File: src/rtl/ebrick_ctrl_pkg.sv
// Shared constants for the EBRICK control block: UMI opcodes/error code, register map, sequencer states.
// Pure definitions; no latency or flow control of its own.
package ebrick_ctrl_pkg;

  localparam logic [4:0] UMI_REQ_READ   = 5'h01;
  localparam logic [4:0] UMI_RESP_READ  = 5'h02;
  localparam logic [4:0] UMI_REQ_WRITE  = 5'h03;
  localparam logic [4:0] UMI_RESP_WRITE = 5'h04;
  localparam logic [4:0] UMI_REQ_POSTED = 5'h05;
  localparam logic [1:0] UMI_ERR_DEV    = 2'b10;
  localparam logic [2:0] UMI_SIZE_32    = 3'd2;

  localparam logic [4:0] OFF_CTRL   = 5'h00;
  localparam logic [4:0] OFF_RSTCYC = 5'h04;
  localparam logic [4:0] OFF_GODLY  = 5'h08;
  localparam logic [4:0] OFF_STATE  = 5'h0C;
  localparam logic [4:0] OFF_STATUS = 5'h10;
  localparam logic [4:0] OFF_WDOG   = 5'h14;

  localparam int CTRL_START    = 0;
  localparam int CTRL_ABORT    = 1;
  localparam int CTRL_IRQEN    = 2;
  localparam int STATE_DONE    = 8;
  localparam int STATE_TIMEOUT = 9;

  typedef enum logic [1:0] {
    ST_IDLE = 2'd0,
    ST_RST  = 2'd1,
    ST_WAIT = 2'd2,
    ST_RUN  = 2'd3
  } seq_state_t;

endpackage

File: src/rtl/ebrick_ctrl_seq.sv
// Per-channel reset/go sequencer: IDLE -> RST (hold) -> WAIT (go delay) -> RUN; outputs decode directly from state.
// START/ABORT act at the accepting edge, no backpressure; EBRICK_CTRL_WDOG_EN adds the RUN watchdog.
module ebrick_ctrl_seq
  import ebrick_ctrl_pkg::*;
#(
  parameter int CNTW = 16
) (
  input  logic            clk,
  input  logic            reset,
`ifdef EBRICK_CTRL_WDOG_EN
  input  logic [CNTW-1:0] wdog,
  input  logic            clr_timeout,
`endif
  input  logic            start,
  input  logic            abort,
  input  logic            clr_done,
  input  logic [CNTW-1:0] rstcyc,
  input  logic [CNTW-1:0] godly,
  input  logic            status_bit,
  output logic [1:0]      state,
  output logic            done,
  output logic            timeout,
  output logic            nreset,
  output logic            go
);

  localparam logic [CNTW-1:0] CNT_ONE = CNTW'(1);

  seq_state_t      state_q, state_d;
  logic [CNTW-1:0] cnt_q, cnt_d;
  logic [CNTW-1:0] godly_q, godly_d;
  logic            done_q, done_d;
  logic            status_q;
  logic            rise;

  assign rise = status_bit & ~status_q;

`ifdef EBRICK_CTRL_WDOG_EN
  logic [CNTW-1:0] wd_q, wd_d;
  logic            timeout_q, timeout_d;
`endif

  always_comb begin
    state_d = state_q;
    cnt_d   = cnt_q;
    godly_d = godly_q;
    done_d  = done_q;
    if (clr_done) done_d = 1'b0;
`ifdef EBRICK_CTRL_WDOG_EN
    wd_d      = '0;
    timeout_d = timeout_q;
    if (clr_timeout) timeout_d = 1'b0;
`endif
    case (state_q)
      ST_RST: begin
        if (cnt_q != '0) begin
          cnt_d = cnt_q - CNT_ONE;
        end else if (godly_q == '0) begin
          state_d = ST_RUN;
        end else begin
          state_d = ST_WAIT;
          cnt_d   = godly_q - CNT_ONE;
        end
      end
      ST_WAIT: begin
        if (cnt_q == '0) state_d = ST_RUN;
        else             cnt_d   = cnt_q - CNT_ONE;
      end
      ST_RUN: begin
        if (rise) done_d = 1'b1;
`ifdef EBRICK_CTRL_WDOG_EN
        // wd_d counts RUN cycles including the current one
        wd_d = (wd_q == '1) ? wd_q : wd_q + CNT_ONE;
        if (!done_q && !rise && (wdog != '0) && (wd_d >= wdog)) begin
          timeout_d = 1'b1;
          state_d   = ST_IDLE;
        end
`endif
      end
      default: ;
    endcase
    // Hold/delay lengths are captured here so later register writes wait for the next START.
    if (start) begin
      state_d = ST_RST;
      cnt_d   = (rstcyc == '0) ? '0 : rstcyc - CNT_ONE;
      godly_d = godly;
    end
    if (abort) begin
      state_d = ST_IDLE;
      cnt_d   = '0;
    end
  end

  always_ff @(posedge clk) begin
    if (reset) begin
      state_q  <= ST_IDLE;
      cnt_q    <= '0;
      godly_q  <= '0;
      done_q   <= 1'b0;
      status_q <= 1'b0;
`ifdef EBRICK_CTRL_WDOG_EN
      wd_q      <= '0;
      timeout_q <= 1'b0;
`endif
    end else begin
      state_q  <= state_d;
      cnt_q    <= cnt_d;
      godly_q  <= godly_d;
      done_q   <= done_d;
      status_q <= status_bit;
`ifdef EBRICK_CTRL_WDOG_EN
      wd_q      <= wd_d;
      timeout_q <= timeout_d;
`endif
    end
  end

`ifdef EBRICK_CTRL_WDOG_EN
  assign timeout = timeout_q;
`else
  assign timeout = 1'b0;
`endif

  assign state  = state_q;
  assign done   = done_q;
  assign nreset = (state_q == ST_WAIT) || (state_q == ST_RUN);
  assign go     = (state_q == ST_RUN);

endmodule

File: src/rtl/ebrick_ctrl_regs.sv
// UMI register block sequencing nreset/go for NCH EBRICK channels; reads/writes answer the cycle after acceptance.
// Single-entry response buffer: req_ready = !resp_valid | resp_ready (low in reset); EBRICK_CTRL_WDOG_EN maps WDOG at 0x14.
module ebrick_ctrl_regs
  import ebrick_ctrl_pkg::*;
#(
  parameter int NCH     = 4,
  parameter int DW      = 32,
  parameter int AW      = 64,
  parameter int CW      = 32,
  parameter int RW      = 32,
  parameter int CNTW    = 16,
  parameter int RST_DEF = 16
) (
  input  logic              clk,
  input  logic              reset,
  input  logic              udev_req_valid,
  input  logic [CW-1:0]     udev_req_cmd,
  input  logic [AW-1:0]     udev_req_dstaddr,
  input  logic [AW-1:0]     udev_req_srcaddr,
  input  logic [DW-1:0]     udev_req_data,
  output logic              udev_req_ready,
  output logic              udev_resp_valid,
  output logic [CW-1:0]     udev_resp_cmd,
  output logic [AW-1:0]     udev_resp_dstaddr,
  output logic [AW-1:0]     udev_resp_srcaddr,
  output logic [DW-1:0]     udev_resp_data,
  input  logic              udev_resp_ready,
  input  logic [NCH*RW-1:0] status_in,
  output logic [NCH-1:0]    chan_nreset,
  output logic [NCH-1:0]    chan_go,
  output logic              irq
);

  logic [4:0] req_op, off;
  logic [2:0] req_size;
  logic [7:0] req_len;
  logic [3:0] ch;
  logic       off_ok, addr_ok, accept, is_rd, is_wr, is_post, do_wr, do_resp;

  assign req_op   = udev_req_cmd[4:0];
  assign req_size = udev_req_cmd[7:5];
  assign req_len  = udev_req_cmd[15:8];
  assign ch       = udev_req_dstaddr[8:5];
  assign off      = udev_req_dstaddr[4:0];

  always_comb begin
    off_ok = 1'b0;
    case (off)
      OFF_CTRL, OFF_RSTCYC, OFF_GODLY, OFF_STATE, OFF_STATUS: off_ok = 1'b1;
`ifdef EBRICK_CTRL_WDOG_EN
      OFF_WDOG: off_ok = 1'b1;
`endif
      default: off_ok = 1'b0;
    endcase
  end

  assign addr_ok = off_ok && (int'(ch) < NCH) && (req_size == UMI_SIZE_32) && (req_len == 8'd0);

  logic           resp_valid_q;
  logic [CW-1:0]  resp_cmd_q, resp_cmd_d;
  logic [AW-1:0]  resp_dst_q, resp_src_q;
  logic [DW-1:0]  resp_data_q, rd_data;

  assign udev_req_ready = !reset && (!resp_valid_q || udev_resp_ready);
  assign accept  = udev_req_valid && udev_req_ready;
  assign is_rd   = (req_op == UMI_REQ_READ);
  assign is_wr   = (req_op == UMI_REQ_WRITE);
  assign is_post = (req_op == UMI_REQ_POSTED);
  assign do_wr   = accept && addr_ok && (is_wr || is_post);
  assign do_resp = accept && (is_rd || is_wr);

  logic [CNTW-1:0] rstcyc_q [NCH];
  logic [CNTW-1:0] godly_q  [NCH];
  logic [NCH-1:0]  irqen_q;
  logic [1:0]      state_w  [NCH];
  logic [NCH-1:0]  done_w, timeout_w;
`ifdef EBRICK_CTRL_WDOG_EN
  logic [CNTW-1:0] wdog_q   [NCH];
`endif

  always_ff @(posedge clk) begin
    if (reset) begin
      irqen_q <= '0;
      for (int i = 0; i < NCH; i++) begin
        rstcyc_q[i] <= CNTW'(RST_DEF);
        godly_q[i]  <= '0;
`ifdef EBRICK_CTRL_WDOG_EN
        wdog_q[i]   <= '0;
`endif
      end
    end else if (do_wr) begin
      for (int i = 0; i < NCH; i++) begin
        if (ch == 4'(i)) begin
          case (off)
            OFF_CTRL:   irqen_q[i]  <= udev_req_data[CTRL_IRQEN];
            OFF_RSTCYC: rstcyc_q[i] <= udev_req_data[CNTW-1:0];
            OFF_GODLY:  godly_q[i]  <= udev_req_data[CNTW-1:0];
`ifdef EBRICK_CTRL_WDOG_EN
            OFF_WDOG:   wdog_q[i]   <= udev_req_data[CNTW-1:0];
`endif
            default: ;
          endcase
        end
      end
    end
  end

  always_comb begin
    rd_data = '0;
    for (int i = 0; i < NCH; i++) begin
      if (ch == 4'(i)) begin
        case (off)
          OFF_CTRL:   rd_data[CTRL_IRQEN] = irqen_q[i];
          OFF_RSTCYC: rd_data = DW'(rstcyc_q[i]);
          OFF_GODLY:  rd_data = DW'(godly_q[i]);
          OFF_STATE: begin
            rd_data[1:0]          = state_w[i];
            rd_data[STATE_DONE]    = done_w[i];
            rd_data[STATE_TIMEOUT] = timeout_w[i];
          end
          OFF_STATUS: rd_data = DW'(status_in[i*RW +: RW]);
`ifdef EBRICK_CTRL_WDOG_EN
          OFF_WDOG:   rd_data = DW'(wdog_q[i]);
`endif
          default: ;
        endcase
      end
    end
  end

  always_comb begin
    resp_cmd_d        = udev_req_cmd;
    resp_cmd_d[4:0]   = is_rd ? UMI_RESP_READ : UMI_RESP_WRITE;
    resp_cmd_d[25:24] = addr_ok ? 2'b00 : UMI_ERR_DEV;
  end

  always_ff @(posedge clk) begin
    if (reset) begin
      resp_valid_q <= 1'b0;
      resp_cmd_q   <= '0;
      resp_dst_q   <= '0;
      resp_src_q   <= '0;
      resp_data_q  <= '0;
    end else if (do_resp) begin
      resp_valid_q <= 1'b1;
      resp_cmd_q   <= resp_cmd_d;
      resp_dst_q   <= udev_req_srcaddr;
      resp_src_q   <= udev_req_dstaddr;
      resp_data_q  <= (is_rd && addr_ok) ? rd_data : '0;
    end else if (udev_resp_ready) begin
      resp_valid_q <= 1'b0;
    end
  end

  assign udev_resp_valid   = resp_valid_q;
  assign udev_resp_cmd     = resp_cmd_q;
  assign udev_resp_dstaddr = resp_dst_q;
  assign udev_resp_srcaddr = resp_src_q;
  assign udev_resp_data    = resp_data_q;

  for (genvar g = 0; g < NCH; g++) begin : g_ch
    logic wr_ch, wr_ctrl, wr_state;
    assign wr_ch    = do_wr && (ch == 4'(g));
    assign wr_ctrl  = wr_ch && (off == OFF_CTRL);
    assign wr_state = wr_ch && (off == OFF_STATE);

    ebrick_ctrl_seq #(.CNTW(CNTW)) u_seq (
      .clk         (clk),
      .reset       (reset),
`ifdef EBRICK_CTRL_WDOG_EN
      .wdog        (wdog_q[g]),
      .clr_timeout (wr_state && udev_req_data[STATE_TIMEOUT]),
`endif
      .start       (wr_ctrl && udev_req_data[CTRL_START]),
      .abort       (wr_ctrl && udev_req_data[CTRL_ABORT]),
      .clr_done    (wr_state && udev_req_data[STATE_DONE]),
      .rstcyc      (rstcyc_q[g]),
      .godly       (godly_q[g]),
      .status_bit  (status_in[g*RW]),
      .state       (state_w[g]),
      .done        (done_w[g]),
      .timeout     (timeout_w[g]),
      .nreset      (chan_nreset[g]),
      .go          (chan_go[g])
    );
  end

  assign irq = |(irqen_q & (done_w | timeout_w));

  // Address bits above the channel field and data bits above the counter width carry no meaning here.
  logic unused_bits;
  assign unused_bits = ^{udev_req_dstaddr[AW-1:9], udev_req_data[DW-1:CNTW]};

endmodule

File: config.mk
export PLATFORM = sky130hd
export DESIGN_NAME = ebrick_ctrl_regs
export DESIGN_NICKNAME = d
export VERILOG_FILES = /design/src/rtl/ebrick_ctrl_pkg.sv /design/src/rtl/ebrick_ctrl_seq.sv /design/src/rtl/ebrick_ctrl_regs.sv
export SDC_FILE = /design/constraint.sdc
export NUM_CORES = 1
export LEC_CHECK = 0
export CAP_MARGIN = 25
export CORE_ASPECT_RATIO = 2
export CORE_MARGIN = 2
export CORE_UTILIZATION = 54
export DETAILED_ROUTE_END_ITERATION = 8
export HOLD_SLACK_MARGIN = 0.05
export PLACE_DENSITY = 0.87
export SETUP_SLACK_MARGIN = 0.3
export SLEW_MARGIN = 10
export SYNTH_ARGS = -nofsm -noshare
export SYNTH_HDL_FRONTEND = slang
export SYNTH_SLANG_ARGS = --single-unit
File: constraint.sdc
create_clock -name clk -period 6.62 [get_ports clk]
set_input_delay 1.324 -clock clk [delete_from_list [all_inputs] [get_ports clk]]
set_output_delay 1.324 -clock clk [all_outputs]
set_load 0.03 [all_outputs]
; ---- After elaboration in Yosys (flattened, before gate mapping)
; Memories as Yosys holds them, arrays and structs flattened.
; Cells that the tools add are included.
[word_totals]
ff_bits = 341
ramBits = 128
in_bits = 324
memories = 2
out_inout_bits = 203
elab_cells = 338
[classes]
n_addsub = 12
magnitude_cmp = 1
bitwise_logic = 17
eq_ne = 47
mux = 130
n_reduce_logical = 96
[memory_table]
columns = memory, words, width, rd, rd_ports_with_merged_regs, wr, line_no
row1 = godly_q, 4, 16, 4, 0, 4, ebrick_ctrl_regs.sv:73  ; logic [CNTW-1:0] godly_q [NCH];
row2 = rstcyc_q, 4, 16, 4, 0, 4, ebrick_ctrl_regs.sv:72  ; logic [CNTW-1:0] rstcyc_q [NCH];
[op_table]
columns = op, n
row1 = $mux W16, 28
row2 = $pmux W22 S3, 4
row3 = $logic_not A16 Y1, 12
row4 = $sub A16 B1 Y16 const B, 12
row5 = $mux W32, 5
row6 = $pmux W16 S2, 4
row7 = $pmux W2 S4, 8
row8 = $reduce_bool A16 Y1, 4
row9 = $pmux W5 S3, 4
row10 = $mux W1, 59
row11 = $reduce_and A3 Y1, 16
row12 = $logic_and A1 B1 Y1, 33
row13 = $ne A3 B2 Y1 const B, 8
row14 = $mux W2, 9
row15 = $eq A2 B2 Y1 const B, 8
row16 = $ne A4 B2 Y1 const B, 4
row17 = $pmux W1 S4, 4
row18 = $pmux W2 S2, 4
row19 = $ne A3 B1 Y1 const B, 4
row20 = $reduce_bool A3 Y1, 4
row21 = $reduce_or A3 Y1, 4
row22 = $eq A5 B3 Y1 const B, 2
row23 = $eq A5 B4 Y1 const B, 2
row24 = $reduce_bool A2 Y1, 5
row25 = other kinds (23), 56

; ---- Depth between registers and ports, before layout
[depth]
ltp_word = 14
ltp_mapped = 11

; ---- Hierarchy
; A second synthesis with hierarchy kept.
[hier_totals]
cells_unflattened = 2643
hier_area_um2 = 23521.3
[by_module_without_submodules]
columns = module, area_per_inst_um2, n_inst, cells_per_inst
row1 = ebrick_ctrl_regs, 13658.1, 1, 1426
row2 = ebrick_ctrl_seq at g_ch[0].u_seq ..., 2457.4, 3, 303
row3 = ebrick_ctrl_seq at g_ch[3].u_seq, 2491.1, 1, 308

; ---- Worst setup path after synthesis
; OpenSTA, ideal clock, no wires.
[synth_timing]
path_type = in2reg
from = in udev_req_dstaddr[4]
to = mem godly_q[1][0] (enable)
setup_slack_ns = 2.835
n_path_buf = 4
t_required_ns = 6.253
setup_time_ns = 0.367
t_arrival_ns = 3.418
stages = 8
path_cell_list = buf_2 -> nor3_2 -> nand2_1 -> nor2_1 -> buf_2 -> clkbuf_1 -> clkbuf_1 -> a21o_1
[synth_rtl]
columns = element, line_no
row1 = start: declaration, ebrick_ctrl_regs.sv:18  ; input logic [AW-1:0] udev_req_dstaddr,
row2 = end: declaration, ebrick_ctrl_regs.sv:73

==> results by stage <==
Cells and area:
- The net count of the finished layout is 3577.
- The synthesis-to-finish area growth is 29.8%.
- The library cell used most frequently in the layout, excluding fill and tap cells, is nand2_1.
- In the final layout, the share of cells above drive strength 1 is 5.28%.
- The cell area after layout is 30600 um2.
- In the layout the commonest cells are 572 x nand2_1, 503 x clkdlybuf4s50_1, 337 x dfxtp_1.

Placement:
- The placed cell area is 29000 um2.
- At the end of routability-driven placement, the weighted congestion stood at 1.04.
- Summed over all nets, the half-perimeter wirelength after detailed placement is 74900 um.
- The number of port buffers is 504.
- Prior to clock tree synthesis, the placed netlist has a worst setup slack of 1.42 ns.

Critical path:
- The critical path contains buffers and inverters numbering 2 combined.
- The required time at the worst-slack endpoint is 6.82 ns.
- The cell that appears most often on the critical path is nand2_1.
- The critical path's largest stage delay is 0.93 ns.
- Of all nets on the critical path, the largest fanout is 17.
- The critical path endpoint category is a flip-flop.
- The critical path is of the in -> reg type.
- The worst endpoint data arrival time is 4.96 ns.
- The kind of start point of the critical path is an input port.
- The slowest stage of the critical path is the nor4_2 cell.
- Traced cell by cell, the critical path runs through clkdlybuf4s50_1, nor4_2, nand2_1, nor4_1, buf_4, nand2_1, nor2_1, or2_2.
- Among cell families on the critical path, the largest total delay comes from simple AND/OR/NAND/NOR gates.

Logic synthesis:
- Summing the areas of all xor and xnor instances in the mapped netlist gives 4.94% of the synthesized area.
- Summing the sequential cell areas from Yosys gives 44.9% of the chip area.
- After synthesis, the largest family of logic cells by area is simple AND/OR/NAND/NOR gates.
- Synthesis produced a netlist whose cell count is 2814.
- The synthesized area per cell is 8.38 um2.
- The synthesized design contains 465 register bits.
- The number of different library cells in the post-synthesis netlist is 81.
- Summing the areas of all and, or, nand and nor instances in the mapped netlist gives 24.4% of the synthesized area.
- In this run, synthesis inferred 128 flip-flops with an integrated enable.
- The synthesized area is 23600 um2.
- The async set-reset flop share out of synthesis is 0%.
- The synthesized netlist devotes 1.49% of its cell area to adder and majority cells.
- Among all flip-flop cells after synthesis, the most frequent one is dfxtp_1.
- Summing the areas of all compound-gate instances in the mapped netlist gives 18.4% of the synthesized area.
- During synthesis, Yosys emitted a total of 0 warnings.
- The portion of synthesized area spent on multiplexers is 1.80%.

Drt:
- The wire length reported by the detailed router is 98100 um.
- After detailed routing, the number of vias per cell comes to 6.36.
- The detail route stage leaves a number of antenna-violating nets equal to 0.
- In the final routed layout, each cell accounts on average for 25.7 um.
- The iteration-0 DRC count of the detailed router is 2954.
- The number of search-and-repair iterations in the first detailed-routing pass is 8.
- For this run, design rule violations remaining after detail routing come to 0.
- For this block, the via count after detailed routing is 24300.

Clock tree:
- CTS built an H-tree with a depth of 2.
- The count of clock tree sinks is 465.
- The later pin in the worst-skew pair is clocked with a latency of 0.57 ns.
- The root buffer cell chosen for the clock tree is clkbuf_16.
- In this run the post-CTS setup repair buffer count came out at 0.
- The number of gates resized after CTS is 0.
- The number of clock buffers inserted by TritonCTS is 43.
- Clock-pin slew was measured on the worst setup and hold paths at 0.06 ns.
- The number of buffers on the longest clock path is 3.
- The clock tree from TritonCTS is built.
- The hold buffer count at cts is 0.

GRT:
- The wire length of the first global-routing pass is 141000 um.
- The total overflow left after global routing is 0.
- The via count of the first global-routing pass is 23300.
- Entering global routing, the biggest net connects 90 pins.
- The initial antenna violation count came to 8.
- The global-route total usage across every layer is 41.8%.

Die:
- In this run the count of I/O pins placed on the die edge is 527.
- The starting utilization of the core area is 54.6%.
- The region available for standard cell placement spans 43200 um2.
- The initialized floorplan defines 108 standard-cell rows.
- The die is 300 um tall.
- The area enclosed by the die boundary is 45500 um2.
- The die outline width is 152 um.

Pwr:
- The maximum vdd ir drop is 211 uV.
- In this run the static leakage power is 0.0110 uW.
- The total power draw is 8880 uW.
- The power per cell area is 290 nW/um2.

STA:
- The clock arrives with 0.0221 ns of skew.
- Measured against its own limit, the worst slew margin works out to 29.1%.
- The final hold violation count is 0.
- The setup violation total in the final timing report is 0.
- The setup TNS is 0 ns.
- For the pin with the worst max-slew slack, the measured transition is 1.05 ns.
- The count of final max-slew check failures was 0.
- The final worst setup slack is 1.87 ns.
- The achievable clock frequency is 210 MHz.
- The final critical-path share of the clock period is 71.8%.
- The routed design could run at a clock period as short as 4.75 ns.
- Setup repair after global routing left no endpoint under its margin.

Job:
- The number of maximum-capacitance constraint violations is 0.

Worst hold path:
- The path class of the tightest hold or removal check is reg -> reg.

Status:
- The flow ran to the end, and the final reports show no timing, DRC or antenna violations.
[synth_stat cells, types with 21 or more instances]
library cell    n  share of area [%]
clkbuf_1      154                2.5
a31oi_1        21               0.56
nor2_1        195                3.1
and3_1         69                1.8
edfxtp_1      128                 16
or4_1          21               0.67
a222oi_1       34                1.4
a22oi_1        43                1.4
xor2_1         63                2.3
o21ai_0       116                2.5
nor3_1         57                1.2
and2_1         66                1.8
inv_1          46               0.73
dfxtp_1       337                 29
xnor2_1        70                2.6
mux2i_1        38                1.6
nor4_1         43                1.1
a21oi_1       318                6.7
ha_1           28                1.5
a221oi_1       21               0.78
or3_1          27               0.72
buf_2          21               0.45
a211oi_1       39                1.2
nand4_1        23               0.61
nand2_1       572                9.1
nand3_1        31               0.66
[state kept, by name, summed over array words and instances (netlist names)]
signal,count
g_ch.u_seq.state,8
g_ch.u_seq.godly_q,64
udev_resp_dstaddr,64
udev_resp_data,32
udev_resp_cmd,28
godly_q,64
rstcyc_q,64
g_ch.u_seq.cnt_q,64
g_ch.u_seq.done,4
irqen_q,4
udev_resp_srcaddr,64
udev_resp_valid,1
g_ch.u_seq.status_q,4
[final cells by class]
type | count | area, um2
timing repair buffer | 555 | 5500
clock inverter | 17 | 274
tap | 550 | 688
clock buffer | 62 | 1270
inverter | 47 | 176
sequential | 465 | 10600
multi-input combinational | 2113 | 12100
antenna | 9 | 22.5
fill | 3459 | 12600
[kinds of logic after synthesis]
logic type	count (synthesis)
xor+xnor	133
other cells	1
fa+ha+maj	28
flops	465
buf+inv	239
simple gates	1211
compound gates	696
mux	41
[worst paths after layout]
| kind | startpoint | end | slack [ns] | cells past startpoint |
|---|---|---|---|---|
| setup reg to reg | g_ch[3].u_seq.cnt_q[7] | g_ch[3].u_seq.cnt_q[0] | 3.22 | 7 |
| setup / recovery | udev_req_cmd[5] | godly_q[0][15] | 1.87 | 8 |
| hold / removal | udev_resp_srcaddr[58] | udev_resp_srcaddr[58] | 0.45 | 2 |
| hold reg to reg | udev_resp_srcaddr[58] | udev_resp_srcaddr[58] | 0.45 | 2 |
[report_power, final]
group / internal, uW / switching [uW]
clock: 1610 / 1150
sequential: 3140 / 274
combinational: 1120 / 1590
total: 5870 / 3010
[worst register-to-register path, delay by kind of cell, from the launching register on]
kind | cells | cell delay (ns)
flip-flops | 1 | 0.36
AO/OA/AOI/OAI | 4 | 0.97
AND/OR/NAND/NOR | 3 | 1.94
[through the flow]
step,hold WS (ns),std cells,util [%]
after floorplan,0.445,2817,-
after global placement,0.442,3723,66.9
after detailed placement,0.447,3725,67.0
after CTS,0.456,3804,70.6
after global routing,0.468,3815,70.8
final,0.454,3818,70.8
[per-layer routing]
layer / routed length [um] / track usage [%] / share of wire [%]
met1: 31800 / 46.0 / 32
met2: 45900 / 67.5 / 47
met3: 10300 / 9.27 / 10
met4: 10100 / 34.9 / 10
met5: 13 / 0 / 0.013
Power figures use the tool's default switching activity.
